==> src/rtl/adc_test_pkg.sv <==
// Shared constants, pattern encoding and the single-step LFSR function
// for the synthetic ADC data source.
package adc_test_pkg;

  localparam int LANE_W   = 16;
  localparam int SAMPLE_W = 14;
  localparam int LANES    = 4;

  typedef enum logic [1:0] {
    PAT_RAMP  = 2'd0,
    PAT_LFSR  = 2'd1,
    PAT_CONST = 2'd2
  } pattern_e;

  // Taps of x^16+x^14+x^13+x^11+1 expressed as state bits 15, 13, 12, 10.
  localparam logic [15:0] LFSR_TAPS = 16'hB400;

  function automatic logic [15:0] lfsr_step(input logic [15:0] s);
    return {s[14:0], ^(s & LFSR_TAPS)};
  endfunction

endpackage

==> src/rtl/adc_test_lfsr.sv <==
// Fibonacci LFSR advancing four steps per clock; exposes the low 14 bits
// of each intermediate state as one sample per lane.
module adc_test_lfsr
  import adc_test_pkg::*;
#(
  parameter logic [15:0] SEED = 16'hACE1
) (
  input  logic                               clk,
  input  logic                               rst_n,
  output logic [LANES-1:0][SAMPLE_W-1:0]     samples
);

  // An all-zero state would lock up, so a zero seed is promoted to 1.
  localparam logic [15:0] SEED_EFF = (SEED == 16'h0000) ? 16'h0001 : SEED;

  logic [15:0] state;
  logic [15:0] next_state;

  always_comb begin
    logic [15:0] s;
    // NOTE: every always_comb output gets a default first so no path leaves it unassigned (no latch).
    samples    = '0;
    next_state = state;
    s          = state;
    for (int k = 0; k < LANES; k++) begin
      s          = lfsr_step(s);
      samples[k] = s[SAMPLE_W-1:0];
    end
    next_state = s;
  end

  // NOTE: sequential state uses non-blocking assignments so all registers update from pre-edge values.
  always_ff @(posedge clk or negedge rst_n) begin
    if (!rst_n) state <= SEED_EFF;
    else        state <= next_state;
  end

endmodule

==> config.mk <==
export PLATFORM = sky130hd
export DESIGN_NAME = adc_test_lfsr
export DESIGN_NICKNAME = d
export VERILOG_FILES = /design/src/rtl/adc_test_pkg.sv /design/src/rtl/adc_test_lfsr.sv
export SDC_FILE = /design/constraint.sdc
export NUM_CORES = 1
export LEC_CHECK = 0
export CAP_MARGIN = 10
export CORE_ASPECT_RATIO = 1.2
export CORE_UTILIZATION = 30
export DETAILED_ROUTE_END_ITERATION = 10
export PLACE_DENSITY = 0.71
export SYNTH_ARGS = -nofsm -noshare
export SYNTH_HDL_FRONTEND = slang
export SYNTH_SLANG_ARGS = --single-unit
==> constraint.sdc <==
create_clock -name clk -period 1.3 [get_ports clk]
set_input_delay 0.325 -clock clk [delete_from_list [all_inputs] [get_ports clk]]
set_output_delay 0.325 -clock clk [all_outputs]
set_load 0.01 [all_outputs]
==> metrics.yaml, run 1 <==
global_routing:
  grtUsageTotal_pct: 13.4
  grt_pass1_vias: 648
  grt_pass1_wl_um: 3170
  grt_antenna_before_repair: 0
  grt_start_max_net_pins: 17
  grt-ovfl-total: 0
detailed_routing:
  drc: 0
  drt-initial-drc-count: 2
  first_pass_iters: 2
  viasPerCell: 3.84
  routedWlPerCell_um: 12.2
  vias: 638
  ant_nets: 0
  routed_wl_um: 2020
cts:
  cts_made_buffers: 3
  clk_latency_ns: 0.29
  postCtsHoldBufs: 0
  htreeDepth: 1
  clk_path_buf_depth: 2
  cts_sinks: 16
  clkTransAtPathRegs_ns: 0.10
  clockRootBuffer: "clkbuf_4"
  cts_tree: "yes"
power_and_ir_drop:
  ir_drop_mv: 0.624
  p_per_area_nw_per_um2: 511
  leakage_uw: 0.000878
  finalPower_uw: 844
synth:
  yosys_warnings: 0
  syn_nets: 80
  syn_inst: 78
  synth_cell_types: 5
  synth-seq-area-share_pct: 45.4
  synth_top_family_by_area: "buffers and inverters"
  syn_area_um2: 903
  muxShareOfSynthArea_pct: 0
  synth-seq-cells: 16
  synth_top_cell_area_share_pct: 43.2
  synth-xor-area-share_pct: 11.4
  synth_area_leaders: "buf_4 43%, dfstp_2 23%, dfrtp_1 22%"
  synthSimpleGateAreaFrac_pct: 0
  synth_fa_ha_area_share_pct: 0
  syn_area_per_cell_um2: 11.6
  synth_compound_gate_area_share_pct: 0
  synth_area_leader_cell: "buf_4"
timing:
  setup_viol: 41
  fin_ws_ns: -0.507
  post-route-period-util_pct: 139
  fin_worst_skew_ns: 0.0109
  whs_ns: 0.362
  maxSlewHeadroom_pct: 81.0
  fmax_mhz: 553
  min_period_ns: 1.81
  maxSlewViolCount: 0
  hold_violations: 0
  setup_tns_ns: -8.63
  tightest_slew_ns: 0.284
  rsz0062_at_grt: "yes"
flow_run:
  maxCapViolCount: 0
floorplan:
  die_w_um: 52.1
  die_area_um2: 3240
  initial_utilization_pct: 31.8
  rows: 21
  ios: 58
  core_area_um2: 2840
  die_y_um: 62.1
worst_setup_path:
  slowest_delay_ns: 0.61
  cp_top_family: "flip-flops"
  cp-end-kind: "output port"
  worst_ep_arrival_time_ns: 1.48
  worstSetupPathType: "reg2out"
  path_common_cell: "xnor2_2"
  crit_fanout: 3
  cp_slowest_cell: "dfstp_2"
  startpoint_type: "register"
  timing.critical_path.buf_inv: 2
  cp_cell_sequence: "buf_4, xnor2_2, xnor2_2, buf_2"
  crit_required_ns: 0.98
cells_and_area:
  largest_reg_flops: 16
  reg_top3: "state: 16 flops"
  areaGrowthSynthToFinish_pct: 82.8
  drive_gt1_share_pct: 94.7
  finish.net_count: 135
  top_register: "state"
  final_area_um2: 1650
  diodes: 0
outcome:
  status: "finished with violations"
  violations: "setup timing"
placed_design:
  gp_congestion: 0.709
  hpwl_um: 1130
  post-place-ws_ns: -0.635
  io_buffer_count: 57
  dpl_cell_area_um2: 1230
hold_path:
  hp-class: "in2async"
-- layout make-up --
class	count	area, um^2
Fill cell	256	1190
Timing Repair Buffer	102	963
Sequential cell	16	413
Multi-Input combinational cell	10	196
Tap cell	34	42.5
Clock buffer	4	36.3
-- worst reg2reg max path, delay by kind of cell (launching register included) --
kind,cells,cell delay (ns)
buffers and inverters,2,0.27
flip-flops,1,0.61
XOR/XNOR,2,0.35
-- layer usage --
layer | wire length [um] | up-vias | global-route usage (%)
li1 | - | 292 | -
met1 | 719 | 313 | 14.9
met2 | 1130 | 31 | 22.8
met3 | 156 | 2 | 5.88
met4 | 10 | 0 | 3.04
met5 | 0 | - | 0
-- synthesized netlist by cell type --
library cell and instances:
dfstp_2 8, buf_4 52, dfrtp_1 8, xor2_2 2, xnor2_1 8
-- report_power, final --
| group | internal (uW) | total [uW] | switching, uW |
|---|---|---|---|
| Sequential | 499 | 499 | 0 |
| Clock | 170 | 326 | 155 |
| Combinational | 8.68 | 19.0 | 10.3 |
-- repair_timing --
| item | in CTS | in global routing |
|---|---|---|
| endpoints found under the setup margin | 56 | 57 |
| buffers inserted | 27 | 17 |
| resized for setup | 249 | 40 |
| pin swaps | 7 | 2 |
| endpoints found under the hold margin | 0 | 0 |
-- cells in the final DEF, fill, tap and decap left out --
cell,Yosys,routed
clkbuf_4,0,3
dfstp_2,8,8
buf_2,0,10
xnor2_2,0,7
dfrtp_1,8,6
dfrtp_2,0,2
clkdlybuf4s50_1,0,1
buf_12,0,1
xor2_4,0,2
buf_6,0,62
clkbuf_2,0,10
buf_4,52,18
xnor2_4,0,1
clkbuf_8,0,1
-- cell families after synthesis --
logic type	count (synthesis)
buffers and inverters	52
XOR/XNOR	10
flip-flops	16
-- final timing paths --
kind / from / to / slack [ns] / cells past startpoint
max in group asynchronous: rst_n / state[0]$_DFF_PN1_ / 0.72 / 2
min reg2reg: state[3]$_DFF_PN0_ / state[7]$_DFF_PN1_ / 0.43 / 0
min: rst_n / state[9]$_DFF_PN0_ / 0.36 / 2
max: state[10]$_DFF_PN1_ / samples[42] / -0.51 / 4
max reg2reg: state[10]$_DFF_PN1_ / state[3]$_DFF_PN0_ / -0.04 / 4
min in group clk: state[3]$_DFF_PN0_ / state[7]$_DFF_PN1_ / 0.43 / 0
-- stage by stage --
step / cells / utilization [%]
finish: 166 / 58.2
CTS: 155 / 53.7
detailed placement: 124 / 43.5
floorplan: 78 / -
global route: 166 / 58.2
global placement: 124 / 43.5
Power figures use the tool's default switching activity.
==> inputs of run 2 (changes only) <==
--- a/config.mk
+++ b/config.mk
@@ -9,6 +9,7 @@
 export CORE_ASPECT_RATIO = 1.2
 export CORE_UTILIZATION = 30
 export DETAILED_ROUTE_END_ITERATION = 10
+export HOLD_SLACK_MARGIN = 0.03
 export PLACE_DENSITY = 0.71
 export SYNTH_ARGS = -nofsm -noshare
 export SYNTH_HDL_FRONTEND = slang
==> results of run 2 <==
Same layout as run 1: the final DEF is identical, and so are final timing and power.
